<file path="src/rtl/mem_pkg.sv">
// Shared types and constants for the MEM-stage data-memory access unit.
// Used by mem_access_unit and, with MEM_SUBWORD_EN, load_extend.
package mem_pkg;

    typedef enum logic [1:0] {
        IDLE = 2'd0,
        WAIT = 2'd1,
        DONE = 2'd2
    } state_e;

    localparam logic [2:0] F3_LB  = 3'b000;
    localparam logic [2:0] F3_LH  = 3'b001;
    localparam logic [2:0] F3_LW  = 3'b010;
    localparam logic [2:0] F3_LBU = 3'b100;
    localparam logic [2:0] F3_LHU = 3'b101;
    localparam logic [2:0] F3_SB  = 3'b000;
    localparam logic [2:0] F3_SH  = 3'b001;
    localparam logic [2:0] F3_SW  = 3'b010;

    localparam logic [3:0] BE_NONE = 4'b0000;
    localparam logic [3:0] BE_BYTE = 4'b0001;
    localparam logic [3:0] BE_HALF = 4'b0011;
    localparam logic [3:0] BE_WORD = 4'b1111;

endpackage

</file>
<file path="src/rtl/mem_access_unit_load_extend.sv">
// Load lane select and sign/zero extension; only built with MEM_SUBWORD_EN.
// off_i is the already-aligned lane offset captured at launch.
`ifdef MEM_SUBWORD_EN
module load_extend
    import mem_pkg::*;
(
    input  logic [31:0] rdata_i,
    input  logic [1:0]  off_i,
    input  logic [2:0]  funct3_i,
    output logic [31:0] data_o
);

    logic [7:0]  byte_sel;
    logic [15:0] half_sel;

    always_comb begin
        unique case (off_i)
            2'd0:    byte_sel = rdata_i[7:0];
            2'd1:    byte_sel = rdata_i[15:8];
            2'd2:    byte_sel = rdata_i[23:16];
            default: byte_sel = rdata_i[31:24];
        endcase
        half_sel = off_i[1] ? rdata_i[31:16] : rdata_i[15:0];
        unique case (funct3_i)
            F3_LB:   data_o = {{24{byte_sel[7]}}, byte_sel};
            F3_LBU:  data_o = {24'd0, byte_sel};
            F3_LH:   data_o = {{16{half_sel[15]}}, half_sel};
            F3_LHU:  data_o = {16'd0, half_sel};
            default: data_o = rdata_i;
        endcase
    end

endmodule
`endif

</file>
<file path="src/rtl/mem_access_unit.sv">
// MEM-stage data-memory access controller: req/ack launch, pipeline stall, load result.
// Define MEM_SUBWORD_EN for byte/halfword loads and stores (funct3 honoured).
module mem_access_unit
    import mem_pkg::*;
#(
    parameter int ADDR_WIDTH = 32,
    parameter int DATA_WIDTH = 32,
    parameter int CNT_WIDTH  = 32
) (
    input  logic                  clk_i,
    input  logic                  rst_n_i,
    input  logic                  MemRead_i,
    input  logic                  MemWrite_i,
    input  logic [2:0]            funct3_i,
    input  logic [ADDR_WIDTH-1:0] ALUresult_i,
    input  logic [DATA_WIDTH-1:0] MemWdata_i,
    output logic                  MemStall_o,
    output logic [DATA_WIDTH-1:0] Readdata_o,
    output logic                  mem_req_o,
    output logic                  mem_we_o,
    output logic [ADDR_WIDTH-1:0] mem_addr_o,
    output logic [DATA_WIDTH-1:0] mem_wdata_o,
    output logic [3:0]            mem_be_o,
    input  logic                  mem_ack_i,
    input  logic [DATA_WIDTH-1:0] mem_rdata_i,
    output logic [CNT_WIDTH-1:0]  stall_cnt_o
);

    state_e                state_q, state_d;
    logic                  access, launch, ack;
    logic [ADDR_WIDTH-1:0] addr_d, addr_q;
    logic [DATA_WIDTH-1:0] wdata_d, wdata_q;
    logic [DATA_WIDTH-1:0] rdata_q, load_val;
    logic [3:0]            be_d, be_q;
    logic                  we_q;
    logic [CNT_WIDTH-1:0]  cnt_q;

    assign access = MemRead_i | MemWrite_i;
    assign addr_d = {ALUresult_i[ADDR_WIDTH-1:2], 2'b00};

`ifdef MEM_SUBWORD_EN
    logic [1:0] off_d, off_q;
    logic [2:0] funct3_q;

    // Misaligned halfword/word accesses collapse onto their aligned lane.
    always_comb begin
        off_d   = 2'b00;
        be_d    = BE_WORD;
        wdata_d = MemWdata_i;
        if (MemWrite_i) begin
            unique case (funct3_i)
                F3_SB: begin
                    off_d   = ALUresult_i[1:0];
                    be_d    = BE_BYTE << off_d;
                    wdata_d = {4{MemWdata_i[7:0]}};
                end
                F3_SH: begin
                    off_d   = {ALUresult_i[1], 1'b0};
                    be_d    = BE_HALF << off_d;
                    wdata_d = {2{MemWdata_i[15:0]}};
                end
                default: ;
            endcase
        end else begin
            unique case (funct3_i)
                F3_LB, F3_LBU: off_d = ALUresult_i[1:0];
                F3_LH, F3_LHU: off_d = {ALUresult_i[1], 1'b0};
                default: ;
            endcase
        end
    end

    always_ff @(posedge clk_i or negedge rst_n_i) begin
        if (!rst_n_i) begin
            off_q    <= 2'b00;
            funct3_q <= 3'b000;
        end else if (launch) begin
            off_q    <= off_d;
            funct3_q <= funct3_i;
        end
    end

    load_extend u_load_extend (
        .rdata_i  (mem_rdata_i),
        .off_i    (off_q),
        .funct3_i (funct3_q),
        .data_o   (load_val)
    );
`else
    logic unused_sub;
    assign unused_sub = ^{funct3_i, ALUresult_i[1:0]};
    assign be_d       = BE_WORD;
    assign wdata_d    = MemWdata_i;
    assign load_val   = mem_rdata_i;
`endif

    always_ff @(posedge clk_i or negedge rst_n_i) begin
        if (!rst_n_i) state_q <= IDLE;
        else          state_q <= state_d;
    end

    // DONE always returns to IDLE so the still-visible instruction is not relaunched.
    always_comb begin
        state_d = state_q;
        unique case (state_q)
            IDLE:    if (access) state_d = WAIT;
            WAIT:    if (mem_ack_i) state_d = DONE;
            DONE:    state_d = IDLE;
            default: state_d = IDLE;
        endcase
    end

    always_comb begin
        MemStall_o = 1'b0;
        mem_req_o  = 1'b0;
        launch     = 1'b0;
        ack        = 1'b0;
        unique case (state_q)
            IDLE: begin
                MemStall_o = access;
                launch     = access;
            end
            WAIT: begin
                MemStall_o = 1'b1;
                mem_req_o  = 1'b1;
                ack        = mem_ack_i;
            end
            default: ;
        endcase
        MemStall_o = MemStall_o & rst_n_i;
    end

    always_ff @(posedge clk_i or negedge rst_n_i) begin
        if (!rst_n_i) begin
            addr_q  <= '0;
            wdata_q <= '0;
            be_q    <= BE_NONE;
            we_q    <= 1'b0;
            rdata_q <= '0;
            cnt_q   <= '0;
        end else begin
            if (launch) begin
                addr_q  <= addr_d;
                wdata_q <= wdata_d;
                be_q    <= be_d;
                we_q    <= MemWrite_i;
            end
            if (ack && !we_q) rdata_q <= load_val;
            if (MemStall_o && !(&cnt_q)) cnt_q <= cnt_q + CNT_WIDTH'(1);
        end
    end

    assign mem_we_o    = we_q;
    assign mem_addr_o  = addr_q;
    assign mem_wdata_o = wdata_q;
    assign mem_be_o    = be_q;
    assign Readdata_o  = rdata_q;
    assign stall_cnt_o = cnt_q;

endmodule

</file>
<file path="config.mk">
export PLATFORM = sky130hd
export DESIGN_NAME = mem_access_unit
export DESIGN_NICKNAME = d
export VERILOG_FILES = /design/src/rtl/mem_pkg.sv /design/src/rtl/mem_access_unit_load_extend.sv /design/src/rtl/mem_access_unit.sv
export SDC_FILE = /design/constraint.sdc
export NUM_CORES = 1
export LEC_CHECK = 0
export ABC_CLOCK_PERIOD_IN_PS = 2800
export CAP_MARGIN = 5
export CORE_ASPECT_RATIO = 1.75
export CORE_UTILIZATION = 25
export CTS_BUF_LIST = sky130_fd_sc_hd__clkbuf_8
export DETAILED_ROUTE_END_ITERATION = 7
export PLACE_DENSITY = 0.53
export SYNTH_ARGS = -nofsm -noshare
export SYNTH_HDL_FRONTEND = slang
export SYNTH_HIERARCHICAL = 1
export SYNTH_SLANG_ARGS = --single-unit
</file>
<file path="constraint.sdc">
create_clock -name clk_i -period 2.8 [get_ports clk_i]
set_input_delay 0.56 -clock clk_i [delete_from_list [all_inputs] [get_ports clk_i]]
set_output_delay 0.56 -clock clk_i [all_outputs]
set_load 0.05 [all_outputs]
</file>
==> flow_summary.json, run 1 <==
{
  "insertedDiodeCount": 0,
  "io_buffers": 231,
  "num_vias": 3857,
  "max_root_sink_buffers": 2,
  "die_width_um": 113,
  "ys_seq_area_frac": 0.606,
  "cp_max_fo": 8,
  "outcome": "finished clean",
  "final_util": 0.403,
  "timing.critical_path.slowest_cell_delay_ns": 0.56,
  "worstSkewPairLatency_ns": 0.45,
  "ff2ff_path_depth": 5,
  "placement_rows": 70,
  "synth_cell_types": 37,
  "detail-route-antenna-nets": 0,
  "timing.critical_path.arrival_ns": 2.08,
  "dpl.cell_count": 843,
  "remaining_drc_errors": 0,
  "synthToLayoutAreaGrowth_pct": 57.7,
  "htreeDepth": 4,
  "worst-endpoint-required_ns": 2.24,
  "yosys_warnings": 6,
  "tritoncts": "done",
  "final.period_utilization": 0.943,
  "grt_use_met3": 0.0534,
  "grt_pass1_wl_um": 23400,
  "multi_input_logic_area_um2": 2000,
  "fill_cells": 2031,
  "grt_antenna_before_repair": 2,
  "gp_congestion": 0.751,
  "worst_clock_skew_ns": 0.00931,
  "layoutNonFillerInstCount": 875,
  "post_drt_via_cell_ratio": 4.41,
  "timing.setup.critical_path_class": "input port to primary output",
  "min_path_type": "input port to async pin",
  "average_wire_per_cell_in_the_routed_design_um": 16.9,
  "synth_area_um2": 5370,
  "io_pins": 239,
  "finalMaxSlewViolations": 0,
  "routed_wl_um": 14800,
  "clk_pin_slew_worst_paths_ns": 0.07,
  "area.sequential_um2": 3250,
  "synth_cells": 371,
  "worst_pin_slew_ns": 0.987,
  "effective_utilization_at_floorplan": 0.255,
  "final-setup-viol-count": 0,
  "layout-drive-gt1-share": 0.249,
  "drt_first_pass_iters": 4,
  "design.core.area_um2": 21000,
  "final_hold_viol_count": 0,
  "critPathLaunchType": "input port",
  "clock_tree.root_cell": "clkbuf_8",
  "floorplan.die_area_um2": 22100,
  "initialDrtViolationCount": 131,
  "fmax_mhz": 379,
  "worst_setup_path_end_kind": "primary output",
  "dp_hpwl_um": 11000,
  "grt_start_max_net_pins": 76,
  "die_height_um": 196,
  "timing.setup.tns_ns": 0,
  "clock_sinks": 130,
  "gr-usage-met2": 0.245,
  "drv_cap": 0,
  "power.leakage_nw": 3.55,
  "grt_use_met1": 0.144,
  "top_usage_layer": "met2",
  "synth-seq-cells": 130,
  "cts_inserted_buffers": 17,
  "final_cell_mix": "clkdlybuf4s50_1, dfrtp_1, mux2_2",
  "power-per-cell-area_nw_per_um2": 1280,
  "groute.usage.overall": 0.141,
  "critical_path_cell_list": "dlygate4sd3_1 -> buf_6 -> nand2b_1 -> nor2_1 -> buf_12",
  "final_nets": 716,
  "overflow_left_after_global_routing": 0,
  "maximum_vdd_drop_mv": 0.621,
  "layout_commonest_cell": "clkdlybuf4s50_1",
  "grt_setup_unrepaired": "no",
  "max-slew-margin-rel": 0.342,
  "fin_crit_ns": 2.64,
  "avgSynthCellArea_um2": 14.5,
  "cts_setup_buffers": 0,
  "fin_total_pwr_mw": 10.9,
  "grt_pass1_vias": 4314,
  "crit_slowest_cell": "nor2_1"
}
-- synthesized netlist by cell type --
master,n,share of area
a31oi_1,1,0.0012
and2_1,3,0.0035
and2_2,1,0.0014
and3_1,8,0.0093
and4_1,6,0.0098
and4_2,1,0.0019
buf_2,6,0.0056
buf_4,9,0.013
buf_6,1,0.0021
clkbuf_1,2,0.0014
clkbuf_2,2,0.0019
conb_1,1,0.00070
dfrtp_1,130,0.61
ha_1,1,0.0023
inv_1,2,0.0014
mux2_1,1,0.0021
mux2_2,95,0.20
nand2_1,14,0.0098
nand2b_1,2,0.0023
nand3_1,6,0.0056
nand3_2,3,0.0056
nand4_1,12,0.014
nand4_2,1,0.0023
nand4_4,2,0.0079
nor2_1,9,0.0063
nor2b_1,3,0.0035
nor3_1,8,0.0075
nor3_2,2,0.0037
nor3_4,1,0.0030
nor3b_2,1,0.0023
nor4_2,2,0.0047
nor4b_2,1,0.0028
o211ai_4,1,0.0040
o21ai_0,2,0.0019
o21ai_2,1,0.0016
xnor2_1,14,0.023
xor2_1,16,0.026
-- metrics by stage --
stage               setup WS [ns]  area [µm²]  hold WS, ns
global route               0.0508        8470        0.432
global placement            0.209        7980        0.343
finish                      0.160        8470        0.447
CTS                         0.141        8470        0.399
floorplan                   0.548        5370        0.264
detailed placement          0.154        7980        0.343
-- sequential cells by signal, summed over array words and instances (netlist names) --
signal and cells:
mem_wdata_o 32, stall_cnt_o 32, mem_be_o 1, mem_addr_o 30, state_q 2, mem_we_o 1
Readdata_o 32
-- worst paths after layout --
kind	start	endpoint	slack [ns]
min in group clk_i	mem_addr_o[6]$_DFFE_PN0P_	mem_addr_o[6]$_DFFE_PN0P_	0.50
max in group asynchronous	rst_n_i	mem_addr_o[28]$_DFFE_PN0P_	1.22
worst max register to register	stall_cnt_o[18]$_DFFE_PN0P_	stall_cnt_o[1]$_DFFE_PN0P_	0.75
worst min-delay path	rst_n_i	stall_cnt_o[0]$_DFFE_PN0P_	0.45
worst max-delay path	rst_n_i	MemStall_o	0.16
worst min register to register	mem_addr_o[6]$_DFFE_PN0P_	mem_addr_o[6]$_DFFE_PN0P_	0.50
-- layout make-up --
type	instances	area share
well taps	252	0.0372
repair buffers	240	0.284
clock inverters	13	0.0276
inverters	2	0.000887
clock buffers	18	0.0293
flip-flops and latches	130	0.384
multi-input cells	220	0.237
-- worst max-delay path: cells and delay by family --
| kind | cells | cell delay, ns |
|---|---|---|
| simple gates | 2 | 0.64 |
| buf+inv | 3 | 0.88 |
-- per-layer routing --
metal | wire, µm | share of wire
met1 | 5370 | 0.36
met5 | 26 | 0.0018
met2 | 7830 | 0.53
met3 | 1080 | 0.073
met4 | 512 | 0.035
-- where the power goes --
part           leakage [nW]  total [mW]  internal (mW)  switching, mW
Clock                 0.231        1.94           1.17          0.770
Sequential             1.58        3.06           2.64          0.417
Combinational          1.74        5.87           2.20           3.68
Total                  3.55        10.9           6.01           4.86
-- logic make-up after synthesis --
family                     after synthesis  synth area share
AOI/OAI and AO/OA                        5           0.00862
xor gates and xnor gates                30            0.0489
adders and majority gates                1           0.00233
buffers and inverters                   22            0.0249
DFF                                    130             0.606
muxes                                   96             0.201
other                                    1          0.000698
and+or+nand+nor                         86             0.107
-- what timing repair did --
item | in CTS | in global routing
hold buffers | 1 | 0
gates resized for setup | 0 | 0
setup endpoints to repair | 0 | 0
endpoints found under the hold margin | 2 | 0
Power figures use the tool's default switching activity.
==> run 2: changes to the inputs <==
--- a/config.mk
+++ b/config.mk
@@ -12,6 +12,7 @@
 export CTS_BUF_LIST = sky130_fd_sc_hd__clkbuf_8
 export DETAILED_ROUTE_END_ITERATION = 7
 export PLACE_DENSITY = 0.53
+export REMOVE_ABC_BUFFERS = 1
 export SYNTH_ARGS = -nofsm -noshare
 export SYNTH_HDL_FRONTEND = slang
 export SYNTH_HIERARCHICAL = 1
==> run 2 against run 1 <==
  * Cell count fell by 0.34%
  * Count of clock-buffer cells in the layout rose by 2
  * Via count rose by 0.16%
  * Critical path type is now flop to primary output
  * Largest cell class unchanged
==> flow_summary.json, run 2 (same netlist as run 1, synthesis figures left out) <==
{
  "max-slew-margin-rel": 0.505,
  "fin_crit_ns": 2.52,
  "overflow_left_after_global_routing": 0,
  "crit_slowest_cell": "clkdlybuf4s50_1",
  "num_vias": 3863,
  "htreeDepth": 4,
  "post_drt_via_cell_ratio": 4.43,
  "power.sequential.fraction": 0.288,
  "fmax_mhz": 397,
  "postCtsHoldBufs": 0,
  "detail-route-antenna-nets": 0,
  "worstSkewPairLatency_ns": 0.45,
  "top_usage_layer": "met2",
  "worst-endpoint-required_ns": 2.24,
  "floorplan.die_area_um2": 22100,
  "timing.setup.critical_path_class": "flop to primary output",
  "cp_max_fo": 3,
  "pwr-share-clk": 0.160,
  "placement_rows": 70,
  "grt_start_max_net_pins": 131,
  "drt_first_pass_iters": 4,
  "tritoncts": "done",
  "drv_cap": 0,
  "gr-usage-met2": 0.253,
  "average_wire_per_cell_in_the_routed_design_um": 16.7,
  "critPathLaunchType": "flop",
  "fin_total_pwr_mw": 10.6,
  "grt_antenna_before_repair": 0,
  "design.core.area_um2": 21000,
  "io_pins": 239,
  "final-setup-viol-count": 0,
  "dp_hpwl_um": 10500,
  "outcome": "finished clean",
  "gp_congestion": 0.725,
  "final_nets": 712,
  "effective_utilization_at_floorplan": 0.255,
  "synthToLayoutAreaGrowth_pct": 56.1,
  "final_cell_mix": "clkdlybuf4s50_1, dfrtp_1, mux2_2",
  "timing.critical_path.arrival_ns": 1.96,
  "timing.setup.tns_ns": 0,
  "power.combinational.fraction": 0.552,
  "timing.critical_path.slowest_cell_delay_ns": 0.88,
  "critical_path_cell_list": "nor2b_1 -> clkdlybuf4s50_1",
  "worst_pin_slew_ns": 0.742,
  "grt_pass1_wl_um": 22900,
  "layout-drive-gt1-share": 0.244,
  "clock_tree.root_cell": "clkbuf_8",
  "max_root_sink_buffers": 2,
  "insertedDiodeCount": 0,
  "power.leakage_nw": 3.52,
  "maximum_vdd_drop_mv": 0.730,
  "die_width_um": 113,
  "grt_use_met3": 0.0470,
  "grt_use_met1": 0.139,
  "grt_pass1_vias": 4214,
  "routed_wl_um": 14600,
  "initialDrtViolationCount": 96,
  "cts_inserted_buffers": 17,
  "clk_pin_slew_worst_paths_ns": 0.07,
  "worst_setup_path_end_kind": "primary output",
  "min_path_type": "input port to async pin",
  "groute.usage.overall": 0.138,
  "switching_share": 0.456,
  "final.period_utilization": 0.899,
  "net-switching-power_mw": 4.85,
  "cts_setup_buffers": 0,
  "die_height_um": 196,
  "worst_clock_skew_ns": 0.00972,
  "fin_worst_hold_slack_ns": 0.158,
  "remaining_drc_errors": 0,
  "cts_resized": 0,
  "finalMaxSlewViolations": 0,
  "grt_setup_unrepaired": "no",
  "layout_commonest_cell": "clkdlybuf4s50_1",
  "clock_sinks": 130,
  "final_hold_viol_count": 0,
  "p_int_mw": 5.77,
  "power-per-cell-area_nw_per_um2": 1270,
  "io_buffers": 231
}
-- run 2: changes by cell type in the layout (fill, tap and decap cells not counted), sizes merged, moves of 2 or more --
| cell | delta |
|---|---|
| clkbuf | +2 |
| bufinv | -3 |
| clkinvlp | -2 |
| buf | -3 |
| clkinv | +2 |
| inv | +2 |
-- run 2: final timing paths --
check | startpoint | end | slack, ns | depth (start not counted)
min in group clk_i | Readdata_o[7]$_DFFE_PN0P_ | Readdata_o[7]$_DFFE_PN0P_ | 0.50 | 1
worst min-delay path | rst_n_i | state_q[1]$_DFFE_PN0P_ | 0.16 | 2
worst min register to register | Readdata_o[7]$_DFFE_PN0P_ | Readdata_o[7]$_DFFE_PN0P_ | 0.50 | 1
worst max register to register | stall_cnt_o[0]$_DFFE_PN0P_ | stall_cnt_o[1]$_DFFE_PN0P_ | 0.62 | 6
max in group asynchronous | rst_n_i | mem_wdata_o[5]$_DFFE_PN0P_ | 2.05 | 2
worst max-delay path | state_q[1]$_DFFE_PN0P_ | mem_req_o | 0.28 | 2
-- run 2: final cells by class --
type / count / area (µm²)
fillers: 2059 / 12600
flip-flops and latches: 130 / 3250
repair buffers: 236 / 2390
multi-input cells: 220 / 2000
well taps: 252 / 315
clock buffers: 20 / 275
clock inverters: 12 / 139
inverters: 2 / 7.51
-- run 2: power groups by stage --
stage | clock network, mW | registers, mW | logic, mW
2_1_floorplan | 0 | 5.69 | 1.28
3_3_place_gp | 0 | 3.06 | 5.88
3_5_place_dp | 0 | 3.10 | 5.92
4_1_cts | 1.78 | 3.07 | 5.94
5_1_grt | 1.84 | 3.17 | 6.08
6_report | 1.69 | 3.06 | 5.87
-- run 2: per-layer routing --
layer / share of wire / routed length [µm] / vias to the layer above
met5: 0 / 0 / -
met1: 0.35 / 5140 / 1934
met3: 0.064 / 930 / 14
met4: 0.021 / 303 / 0
met2: 0.56 / 8200 / 140
li1: - / - / 1775
-- run 2: metrics by stage --
step	cell area (µm²)	cells	util	setup WS (ns)
global route	8380	872	0.399	0.118
CTS	8380	872	0.399	0.216
floorplan	5250	352	-	-3.03
finish	8380	872	0.399	0.284
detailed placement	7970	840	0.379	0.438
global placement	7970	840	0.379	0.421
-- run 2: worst max-delay path, delay by kind of cell (launching register included) --
family	cells	cell delay, ns
and+or+nand+nor	1	0.23
buffers and inverters	1	0.88
DFF	1	0.40
==> run 3: changes to the inputs <==
--- a/config.mk
+++ b/config.mk
@@ -8,6 +8,7 @@
 export ABC_CLOCK_PERIOD_IN_PS = 2800
 export CAP_MARGIN = 5
 export CORE_ASPECT_RATIO = 1.75
+export CORE_MARGIN = 3
 export CORE_UTILIZATION = 25
 export CTS_BUF_LIST = sky130_fd_sc_hd__clkbuf_8
 export DETAILED_ROUTE_END_ITERATION = 7
==> run 3 against run 2 <==
  * Hold slack improved by 0.13 ns
  * Fmax fell by 0.74%
  * Clock skew fell by 0.0013 ns
  * Flip-flop and latch count did not move
  * Routed wire length rose by 1.8%
  * Total power rose by 0.61%
  * Design area rose by 0.24%
  * Combinational power barely moved
  * Sequential power barely moved
  * Worst setup slack got worse by 0.019 ns
  * Non-clock buffer count rose by 1
  * Register-to-register slack got worse by 0.04 ns
==> flow_summary.json, run 3 (same netlist as run 1, synthesis figures left out) <==
{
  "outcome": "finished clean",
  "layout-drive-gt1-share": 0.250,
  "placement_rows": 70,
  "grt_pass1_vias": 4249,
  "timing.setup.tns_ns": 0,
  "grt_start_max_net_pins": 67,
  "gp_congestion": 0.768,
  "floorplan.die_area_um2": 23300,
  "power.leakage_nw": 3.52,
  "final.period_utilization": 0.905,
  "finalMaxSlewViolations": 0,
  "routed_wl_um": 14800,
  "critPathLaunchType": "input port",
  "final_design_area_no_fill_um2": 8400,
  "grt_setup_unrepaired": "no",
  "io_pins": 239,
  "grt_pass1_wl_um": 23000,
  "fin_total_pwr_mw": 10.7,
  "grt_antenna_before_repair": 0,
  "synthToLayoutAreaGrowth_pct": 56.5,
  "clock_tree.root_cell": "clkbuf_8",
  "layout_commonest_cell": "clkdlybuf4s50_1",
  "die_height_um": 200,
  "min_path_type": "input port to async pin",
  "tritoncts": "done",
  "groute.usage.overall": 0.130,
  "clock_sinks": 130,
  "num_vias": 3820,
  "final_util": 0.400,
  "cts_inserted_buffers": 17,
  "final-setup-viol-count": 0,
  "maximum_vdd_drop_mv": 0.671,
  "htreeDepth": 4,
  "effective_utilization_at_floorplan": 0.255,
  "worst-endpoint-required_ns": 2.24,
  "max_root_sink_buffers": 2,
  "dpl.cell_count": 841,
  "detail-route-antenna-nets": 0,
  "final_nets": 713,
  "fill_cells": 2050,
  "final_cell_mix": "clkdlybuf4s50_1, dfrtp_1, mux2_2",
  "initialDrtViolationCount": 97,
  "worst_slack_ns": 0.265,
  "design.core.area_um2": 21000,
  "overflow_left_after_global_routing": 0,
  "drt_first_pass_iters": 4,
  "worst_clock_skew_ns": 0.00838,
  "timing.critical_path.arrival_ns": 1.98,
  "remaining_drc_errors": 0,
  "worstSkewPairLatency_ns": 0.44,
  "area.sequential_um2": 3250,
  "post_drt_via_cell_ratio": 4.38,
  "layoutNonFillerInstCount": 873,
  "cp_max_fo": 10,
  "max-slew-margin-rel": 0.439,
  "worst_pin_slew_ns": 0.842,
  "insertedDiodeCount": 0,
  "fin_crit_ns": 2.54,
  "average_wire_per_cell_in_the_routed_design_um": 17.0,
  "postCtsHoldBufs": 0,
  "final_hold_viol_count": 0,
  "fin_worst_hold_slack_ns": 0.292,
  "clk_pin_slew_worst_paths_ns": 0.07,
  "dp_hpwl_um": 11200,
  "dp_slack_ns": -0.0510,
  "timing.setup.critical_path_class": "input port to primary output",
  "power-per-cell-area_nw_per_um2": 1270,
  "fmax_mhz": 394,
  "worst_setup_path_end_kind": "primary output",
  "placed_area_um2": 7960,
  "die_width_um": 117,
  "drv_cap": 0,
  "io_buffers": 231,
  "multi_input_logic_area_um2": 2000
}
-- run 3: critical path: stages --
cell and delay (ns):
clkdlybuf4s50_1 0.57, nor3_1 0.13, nor2_2 0.49, buf_12 0.22
-- run 3: routing by layer --
metal / vias up / part of all wire / wire length [µm] / global-route usage
li1: 1769 / - / - / -
met1: 1879 / 0.34 / 5030 / 0.127
met2: 149 / 0.56 / 8240 / 0.235
met3: 23 / 0.075 / 1110 / 0.0483
met4: 0 / 0.031 / 459 / 0.0676
met5: - / 0 / 0 / 0
-- run 3: final timing paths --
| path | slack (ns) | startpoint | cells past startpoint | endpoint |
|---|---|---|---|---|
| worst max-delay path | 0.26 | MemWrite_i | 4 | MemStall_o |
| worst min-delay path | 0.29 | rst_n_i | 2 | stall_cnt_o[1]$_DFFE_PN0P_ |
| worst max register to register | 0.58 | stall_cnt_o[0]$_DFFE_PN0P_ | 6 | stall_cnt_o[1]$_DFFE_PN0P_ |
| worst min register to register | 0.50 | Readdata_o[7]$_DFFE_PN0P_ | 1 | Readdata_o[7]$_DFFE_PN0P_ |
| max in group asynchronous | 1.15 | rst_n_i | 3 | Readdata_o[23]$_DFFE_PN0P_ |
| min in group clk_i | 0.50 | Readdata_o[7]$_DFFE_PN0P_ | 1 | Readdata_o[7]$_DFFE_PN0P_ |
-- run 3: area by class of cell --
class,count,area share
sequential,130,0.387
tap,252,0.0375
clock inverter,9,0.0149
inverter,2,0.000894
multi-input combinational,220,0.238
timing repair buffer,237,0.283
clock buffer,23,0.0377
-- run 3: repair_timing --
item	CTS	global route
resized for setup	0	1
setup endpoints to repair	0	1
setup buffers	0	0
-- run 3: power breakdown --
part           internal, mW  switching [mW]  leakage [nW]  total [mW]
Combinational          2.19            3.67          1.72        5.86
Clock                  1.02           0.739         0.224        1.76
Sequential             2.64           0.419          1.58        3.06
Total                  5.85            4.83          3.52        10.7
